==> src/rtl/morse_pkg.sv <==
// Shared Morse definitions: symbol encoding, letter table, encoder state codes.
// No logic of its own; latency n/a.
// Backpressure n/a.
package morse_pkg;

    localparam logic SYM_DOT  = 1'b0;
    localparam logic SYM_LINE = 1'b1;

    localparam logic [4:0] LETTER_MAX = 5'd25;

    localparam logic [2:0] S_IDLE = 3'd0;
    localparam logic [2:0] S_MARK = 3'd1;
    localparam logic [2:0] S_GAP  = 3'd2;
    localparam logic [2:0] S_LGAP = 3'd3;
    localparam logic [2:0] S_DONE = 3'd4;

    // pat is sent from pat[len-1] down to pat[0]; bit 1 = line, 0 = dot.
    typedef struct packed {
        logic [2:0] len;
        logic [3:0] pat;
    } letter_code_t;

    function automatic letter_code_t letter_code(input logic [4:0] idx);
        letter_code_t c;
        c = '0;
        case (idx)
            5'd0:  c = {3'd2, 4'b0001}; // A .-
            5'd1:  c = {3'd4, 4'b1000}; // B -...
            5'd2:  c = {3'd4, 4'b1010}; // C -.-.
            5'd3:  c = {3'd3, 4'b0100}; // D -..
            5'd4:  c = {3'd1, 4'b0000}; // E .
            5'd5:  c = {3'd4, 4'b0010}; // F ..-.
            5'd6:  c = {3'd3, 4'b0110}; // G --.
            5'd7:  c = {3'd4, 4'b0000}; // H ....
            5'd8:  c = {3'd2, 4'b0000}; // I ..
            5'd9:  c = {3'd4, 4'b0111}; // J .---
            5'd10: c = {3'd3, 4'b0101}; // K -.-
            5'd11: c = {3'd4, 4'b0100}; // L .-..
            5'd12: c = {3'd2, 4'b0011}; // M --
            5'd13: c = {3'd2, 4'b0010}; // N -.
            5'd14: c = {3'd3, 4'b0111}; // O ---
            5'd15: c = {3'd4, 4'b0110}; // P .--.
            5'd16: c = {3'd4, 4'b1101}; // Q --.-
            5'd17: c = {3'd3, 4'b0010}; // R .-.
            5'd18: c = {3'd3, 4'b0000}; // S ...
            5'd19: c = {3'd1, 4'b0001}; // T -
            5'd20: c = {3'd3, 4'b0001}; // U ..-
            5'd21: c = {3'd4, 4'b0001}; // V ...-
            5'd22: c = {3'd3, 4'b0011}; // W .--
            5'd23: c = {3'd4, 4'b1001}; // X -..-
            5'd24: c = {3'd4, 4'b1011}; // Y -.--
            5'd25: c = {3'd4, 4'b1100}; // Z --..
            default: c = '0;
        endcase
        return c;
    endfunction

endpackage

==> src/rtl/morse_unit_timer.sv <==
// Down-counter measuring 1 or 3 Morse units; expire is high while the count is 0.
// Latency: expire asserts in the last cycle of the loaded interval.
// Backpressure: none; load restarts the interval, clear forces it to 0.
module morse_unit_timer #(
    parameter int UNIT_CYCLES = 25000000
) (
    input  logic clock,
    input  logic resetn,
    input  logic load,
    input  logic long_unit,
    input  logic clear,
    output logic expire
);

    localparam int CW = $clog2(3 * UNIT_CYCLES + 1);
    localparam logic [CW-1:0] LD_SHORT = CW'(UNIT_CYCLES - 1);
    localparam logic [CW-1:0] LD_LONG  = CW'(3 * UNIT_CYCLES - 1);

    logic [CW-1:0] count_q;

    always_ff @(posedge clock) begin
        if (!resetn || clear) begin
            count_q <= '0;
        end else if (load) begin
            count_q <= long_unit ? LD_LONG : LD_SHORT;
        end else if (count_q != '0) begin
            count_q <= count_q - 1'b1;
        end
    end

    assign expire = (count_q == '0);

endmodule

==> src/rtl/morse_encoder.sv <==
// Plays one letter as on/off keying with dot/line strobes and a done pulse.
// Latency: first mark cycle follows the accept edge; done one cycle after the letter gap.
// Backpressure: ready only in idle; start without ready is dropped, cancel aborts.
module morse_encoder import morse_pkg::*; #(
    parameter int UNIT_CYCLES = 25000000
) (
    input  logic       clock,
    input  logic       resetn,
    input  logic       start,
    input  logic [4:0] letter,
    input  logic       cancel,
    output logic       ready,
    output logic       morse_out,
    output logic       sym_dot,
    output logic       sym_line,
    output logic       done
);

    logic [2:0]   state_q, state_d;
    logic [3:0]   sh_q;
    logic [2:0]   cnt_q;
    logic         first_q;
    letter_code_t code;
    logic [3:0]   first_pat;
    logic         accept;
    logic         tmr_load, tmr_long, tmr_clear, tmr_expire;

    // Left-align the pattern so the symbol being sent is always sh_q[3].
    always_comb begin
        code      = letter_code(letter);
        first_pat = code.pat << (3'd4 - code.len);
        accept    = (state_q == S_IDLE) && start && (letter <= LETTER_MAX);
        tmr_clear = cancel && (state_q != S_IDLE);
    end

    morse_unit_timer #(.UNIT_CYCLES(UNIT_CYCLES)) u_timer (
        .clock     (clock),
        .resetn    (resetn),
        .load      (tmr_load),
        .long_unit (tmr_long),
        .clear     (tmr_clear),
        .expire    (tmr_expire)
    );

    always_ff @(posedge clock) begin
        if (!resetn) begin
            state_q <= S_IDLE;
        end else begin
            state_q <= state_d;
        end
    end

    always_comb begin
        state_d  = state_q;
        tmr_load = 1'b0;
        tmr_long = 1'b0;
        case (state_q)
            S_IDLE: if (accept) begin
                state_d  = S_MARK;
                tmr_load = 1'b1;
                tmr_long = first_pat[3];
            end
            S_MARK: if (tmr_expire) begin
                tmr_load = 1'b1;
                if (cnt_q > 3'd1) begin
                    state_d = S_GAP;
                end else begin
                    state_d  = S_LGAP;
                    tmr_long = 1'b1;
                end
            end
            S_GAP: if (tmr_expire) begin
                state_d  = S_MARK;
                tmr_load = 1'b1;
                tmr_long = sh_q[3];
            end
            S_LGAP: if (tmr_expire) state_d = S_DONE;
            S_DONE: state_d = S_IDLE;
            default: state_d = S_IDLE;
        endcase
        if (tmr_clear) begin
            state_d  = S_IDLE;
            tmr_load = 1'b0;
        end
    end

    always_ff @(posedge clock) begin
        if (!resetn || tmr_clear) begin
            sh_q    <= '0;
            cnt_q   <= '0;
            first_q <= 1'b0;
        end else begin
            first_q <= (state_d == S_MARK) && (state_q != S_MARK);
            if (accept) begin
                sh_q  <= first_pat;
                cnt_q <= code.len;
            end else if ((state_q == S_MARK) && tmr_expire) begin
                sh_q <= sh_q << 1;
                if (cnt_q != 3'd0) cnt_q <= cnt_q - 3'd1;
            end
        end
    end

    always_comb begin
        ready     = (state_q == S_IDLE);
        morse_out = (state_q == S_MARK);
        done      = (state_q == S_DONE);
        sym_dot   = morse_out && first_q && (sh_q[3] == SYM_DOT);
        sym_line  = morse_out && first_q && (sh_q[3] == SYM_LINE);
    end

endmodule

==> config.mk <==
export PLATFORM = sky130hd
export DESIGN_NAME = morse_encoder
export DESIGN_NICKNAME = d
export VERILOG_FILES = /design/src/rtl/morse_pkg.sv /design/src/rtl/morse_unit_timer.sv /design/src/rtl/morse_encoder.sv
export SDC_FILE = /design/constraint.sdc
export NUM_CORES = 1
export LEC_CHECK = 0
export ABC_AREA = 1
export CAP_MARGIN = 20
export CORE_ASPECT_RATIO = 1.1
export CORE_MARGIN = 2
export CORE_UTILIZATION = 50
export CTS_BUF_LIST = sky130_fd_sc_hd__clkbuf_4 sky130_fd_sc_hd__clkbuf_8 sky130_fd_sc_hd__clkbuf_16
export CTS_CLUSTER_DIAMETER = 200
export CTS_CLUSTER_SIZE = 12
export DETAILED_ROUTE_END_ITERATION = 12
export GPL_TIMING_DRIVEN = 0
export PLACE_DENSITY = 0.68
export REMOVE_ABC_BUFFERS = 1
export SETUP_SLACK_MARGIN = 0.15
export SLEW_MARGIN = 20
export SYNTH_ARGS = -nofsm -noshare
export SYNTH_HDL_FRONTEND = slang
export SYNTH_SLANG_ARGS = --single-unit
==> constraint.sdc <==
create_clock -name clock -period 2.56 [get_ports clock]
set_input_delay 0.512 -clock clock [delete_from_list [all_inputs] [get_ports clock]]
set_output_delay 0.512 -clock clock [all_outputs]
set_load 0.01 [all_outputs]
==> results of run 1 <==
## stage by stage
stage	setup WS (ps)	hold slack (ps)	TNS, ps	area (um^2)
after CTS	133	472	0	3200
after global placement	-688	452	-15210	3000
after global routing	113	495	0	3220
final	246	469	0	3220
after floorplan	365	440	0	2780
after detailed placement	-704	461	-15810	3000
## what timing repair did
| action | CTS | global route |
|---|---|---|
| resized for setup | 12 | 17 |
| buffers inserted | 1 | 1 |
| hold endpoints to repair | 0 | 0 |
| gates cloned | 0 | 0 |
| endpoints found under the setup margin | 35 | 18 |
## where the power goes
group / leakage [nW] / switching, W / internal, W
clock: 0.0714 / 0.000227 / 0.000416
combinational: 1.15 / 0.000549 / 0.000310
sequential: 0.313 / 0.0000657 / 0.000669
total: 1.54 / 0.000841 / 0.00140
## routing by layer
metal / vias to the layer above / track usage (%) / part of all wire [%] / routed length, um
met5: - / 0 / 0 / 0
met4: 0 / 6.45 / 1.5 / 94
met3: 9 / 3.91 / 2.6 / 169
met2: 30 / 37.8 / 49 / 3140
met1: 1193 / 25.5 / 47 / 2980
li1: 1424 / - / - / -
## cells in the mapped netlist, drive strengths merged (6+ instances only)
cell     n  share of area [%]
inv     65                8.6
nand3   44                8.6
ha      10                4.4
xor2    11                3.4
a21oi   22                4.4
nor3    14                4.2
dfxtp   38                 27
nand2   95                 14
nand4    7                1.8
xnor2   10                3.1
nor2    70                 10
o21ai   29                5.2
o211ai   6                1.6
buf      8                2.3
## area by class of cell
cell class              instances  area [um^2]  area share [%]
multi-input cells             324         1840            57.1
clock inverters                 2         60.1            1.86
flip-flops and latches         38          762            23.6
clock buffers                   6         82.6            2.56
repair buffers                 15          131            4.07
well taps                      75         93.8            2.91
inverters                      66          254            7.88
## final timing paths
path / endpoint / slack [ps] / cells after the start
worst max register to register: first_q$_SDFF_PP0_ / 420 / 11
worst min-delay path: sh_q[0]$_SDFFE_PP0P_ / 470 / 2
worst max-delay path: sym_line / 250 / 4
worst min register to register: sh_q[0]$_SDFFE_PP0P_ / 470 / 2
## registers in the layout, summed over array words and instances, names as in the netlist
name             flops
u_timer.count_q     27
cnt_q                3
first_q              1
sh_q                 4
state_q              3
## logic make-up after synthesis
| family | share of synthesized area [%] |
|---|---|
| buffers and inverters | 11.2 |
| flip-flops | 26.7 |
| XOR/XNOR | 6.46 |
| AND/OR/NAND/NOR | 39.8 |
| AO/OA/AOI/OAI | 11.5 |
| adder cells (fa/ha/maj) | 4.39 |
## layout by cell type (no fill, tap or decap), types with 3 or more instances in the layout
| cell | count |
|---|---|
| nand2_1 | 86 |
| nor2_1 | 64 |
| nand3_2 | 4 |
| clkdlybuf4s50_1 | 7 |
| nand2_2 | 6 |
| inv_2 | 5 |
| o21ai_1 | 4 |
| inv_1 | 58 |
| a21oi_1 | 20 |
| clkbuf_2 | 3 |
| nor3_1 | 9 |
| o211ai_1 | 6 |
| nand2_4 | 3 |
| xnor2_1 | 10 |
| o21ai_0 | 24 |
| nor2_2 | 4 |
| nor3_4 | 4 |
| ha_1 | 7 |
| nand3_1 | 38 |
| xor2_1 | 11 |
| dfxtp_1 | 37 |
| nand4_1 | 6 |
| clkbuf_8 | 6 |
## worst max-delay path: cells and delay by family (launching register included)
family	cells	cell delay (ps)
flip-flops	1	390
AND/OR/NAND/NOR	2	410
buffers and inverters	2	690
==> impl_metrics.ini, run 1 <==
[critical_path]
end_kind = output pin
cp.required_ps = 2050
critPathKind = flop to output pin
critPathLaunch = state_q[1]$_SDFF_PN0_
path_cells = nor3_4, inv_1, nor3_1, clkdlybuf4s50_1
cpMaxStageDelayCell = clkdlybuf4s50_1
r2r-start = u_timer.count_q[0]$_SDFFE_PP0P_
cp-start-kind = flop
crit_fanout = 4
max_stage_delay_ps = 560
crit_arrival_ps = 1800

[floorplanning]
start_util_pct = 52.5
num_rows = 28
core-area_um2 = 5430
die_x_um = 76.0
ios = 14
die_area_um2 = 6320
die_height_um = 83.2

[route]
drt_pass1_iterations = 6
viasPerCell = 5.05
drc = 0
detail-route-antenna-nets = 0
first_iter_violations = 139
vias = 2656
wl_um = 6380
routedWlPerCell_um = 12.1

[timing]
rsz0062_at_grt = true
fmax_ghz = 0.432
slew_violations = 0
hold_violations = 0
final.setup_skew_ps = 8.91
worstMarginPinSlew_ps = 577
relSlewSlack_pct = 61.4
min_period_over_period_pct = 90.4
setup_viol = 0
min_period_ps = 2310

[grt]
grt-ovfl-total = 0
first_global_vias = 2481
grt_start_max_net_pins = 20
grt_pass1_wl_um = 11000
antenna_found_initial = 0
globalRouteTotalUtil_pct = 21.1

[placed_design]
globalplace.congestion = 0.906
port_buffers = 13
dp_cells = 516
hpwlAfterDp_um = 4810

[logic_synthesis]
postSynthCellCount = 437
synthesis.area_um2 = 2850
yosysWarningCount = 0
ys.flop_type = dfxtp_1
synth.distinct_cells = 36
ys_seq_area_share_pct = 26.7
synth-edff-count = 0
ys_ff_latch = 38
avgSynthCellArea_um2 = 6.52
synthArstFlopShare_pct = 0

[outcome]
status = complete, no violations

[final_layout]
layout-drive-gt1-share_pct = 12.4
antenna_cells = 0
syn2layout_area_growth_pct = 13.2
final_cells = 526
final_nets = 469
fillers = 535
utilization_pct = 59.4

[power]
ir_drop_uv = 291
finalPower_w = 0.00224
cellLeakagePower_nw = 1.54
cellPowerDensity_nw_per_um2 = 694

[clock_network]
cts_max_level = 2
cts_tree = yes
numCtsBuffers = 5
ctsRootBufferMaster = clkbuf_8
clkTransAtPathRegs_ps = 80
worst_skew_pair.late_latency_ps = 300
holdBufCountCts = 0
clock_sinks = 38
clk_path_buf_depth = 2

[min_path]
hold_start = sh_q[0]$_SDFFE_PP0P_
hp-class = flop to flop

[job]
cap_violations = 0
(Power assumes the default switching activity.)
==> run 2, diff against run 1 <==
==> constraint.sdc (replaced) <==
create_clock -name clock -period 2.53 [get_ports clock]
set_input_delay 0.506 -clock clock [delete_from_list [all_inputs] [get_ports clock]]
set_output_delay 0.506 -clock clock [all_outputs]
set_load 0.01 [all_outputs]
==> impl_metrics.ini, run 2 (synthesis results as in run 1) <==
[job]
cap_violations = 0

[floorplanning]
ios = 14
die_area_um2 = 6320
core-area_um2 = 5430
die_x_um = 76.0
die_height_um = 83.2
num_rows = 28
start_util_pct = 52.5

[final_layout]
final_nets = 470
top_regs = u_timer.count_q x27, sh_q x4
layout-drive-gt1-share_pct = 13.3
antenna_cells = 0
final_common_cell = nand2_1
top_register = u_timer.count_q
largest_reg_flops = 27
final_cell_mix = nand2_1 (86), nor2_1 (64), inv_1 (57)
syn2layout_area_growth_pct = 13.4

[timing]
fmax_ghz = 0.460
final.setup_skew_ps = 7.08
whs_ps = 468
worstMarginPinSlew_ps = 577
slew_violations = 0
hold_violations = 0
rsz0062_at_grt = true
min_period_over_period_pct = 85.9
setup_viol = 0
timing.final.ws_setup_ps = 357
min_period_ps = 2170
relSlewSlack_pct = 61.4
tns_ps = 0

[placed_design]
globalplace.congestion = 0.906
hpwlAfterDp_um = 4810
dp_slack_ps = -728
port_buffers = 13

[clock_network]
numCtsBuffers = 5
cts_tree = yes
clock_sinks = 38
worst_skew_pair.late_latency_ps = 300
holdBufCountCts = 0
clkTransAtPathRegs_ps = 80
cts_max_level = 2
ctsRootBufferMaster = clkbuf_8
clk_path_buf_depth = 2

[power]
power.net_switching_w = 0.000847
power_switching_share_pct = 37.4
p_int_w = 0.00142
cellPowerDensity_nw_per_um2 = 701
ir_drop_uv = 296
pwr-share-seq_pct = 32.9
cellLeakagePower_nw = 1.56
pwr-share-comb_pct = 38.7
finalPower_w = 0.00226
pwr-share-clk_pct = 28.4

[route]
drt_pass1_iterations = 6
topRoutingLayerUsed = met4
wl_um = 6410
first_iter_violations = 149
drc = 0
detail-route-antenna-nets = 0
routedWlPerCell_um = 12.2
wl_met1_um = 2940
viasPerCell = 5.08
dr_wl_met2_um = 3180
vias = 2678
wl_met3_um = 196

[grt]
antenna_found_initial = 0
first_global_vias = 2481
grt-ovfl-total = 0
grt_start_max_net_pins = 20
globalRouteTotalUtil_pct = 21.1
grt_pass1_wl_um = 11000

[critical_path]
crit_fanout = 6
cp-start-kind = primary input
end_kind = flop
critPathKind = primary input to flop
cp.required_ps = 2770
crit_arrival_ps = 2410

[min_path]
hp-class = flop to flop

[outcome]
status = complete, no violations
run 2: cell types whose count changed in the layout (fill, tap and decap cells not counted), sizes merged:
cell / previous run / this run
buf: 2 / 4
dlymetal6s2s: 1 / 2
clkdlybuf4s15: 1 / 0
clkdlybuf4s50: 7 / 6
run 2: path summary, 6_finish.rpt:
check / startpoint / endpoint / slack, ps / cells after the start
worst max-delay path: letter[0] / u_timer.count_q[7]$_SDFFE_PP0P_ / 360 / 17
worst min-delay path: sh_q[0]$_SDFFE_PP0P_ / sh_q[0]$_SDFFE_PP0P_ / 470 / 2
worst max register to register: u_timer.count_q[0]$_SDFFE_PP0P_ / first_q$_SDFF_PP0_ / 430 / 11
worst min register to register: sh_q[0]$_SDFFE_PP0P_ / sh_q[0]$_SDFFE_PP0P_ / 470 / 2
run 2: metrics by stage:
step / utilization [%] / cells / instance area [um^2]
floorplan: - / 428 / 2780
global placement: 55.3 / 516 / 3000
detailed placement: 55.3 / 516 / 3000
CTS: 58.9 / 525 / 3200
global route: 59.5 / 527 / 3230
finish: 59.5 / 527 / 3230
run 2: critical path, cell delays in order:
cell	delay, ps
buf_2	150
inv_2	80
ha_2	190
inv_2	70
nand2_1	70
o21ai_1	130
a21oi_1	90
a41oi_2	260
ha_4	170
inv_1	40
nand2_1	60
nand2_1	80
nor2_4	150
nand3_2	120
nand3_4	120
nand3_1	70
nor2_1	80
run 2: layout make-up:
type | count | area (um^2)
Sequential cell | 38 | 762
Clock inverter | 2 | 60.1
Inverter | 66 | 254
Tap cell | 75 | 93.8
Fill cell | 538 | 2200
Timing Repair Buffer | 16 | 136
Multi-Input combinational cell | 324 | 1840
Clock buffer | 6 | 82.6
run 2: timing repair:
| action | CTS | global route |
|---|---|---|
| endpoints found under the hold margin | 0 | 0 |
| pin swaps | 0 | 2 |
| setup endpoints to repair | 36 | 19 |
| resized for setup | 13 | 21 |
| buffers inserted | 1 | 2 |
run 2: power groups by stage:
stage	logic, W	clock network (W)	registers (W)
finish	0.000876	0.000644	0.000744
detailed placement	0.000837	0	0.000754
global route	0.00100	0.000675	0.000753
CTS	0.000857	0.000657	0.000743
global placement	0.000829	0	0.000755
floorplan	0.000673	0	0.000739
run 2: per-layer routing:
metal | vias up | track usage (%)
met5 | - | 0
met4 | 0 | 6.45
met3 | 9 | 3.91
met2 | 39 | 37.8
met1 | 1205 | 25.5
li1 | 1425 | -
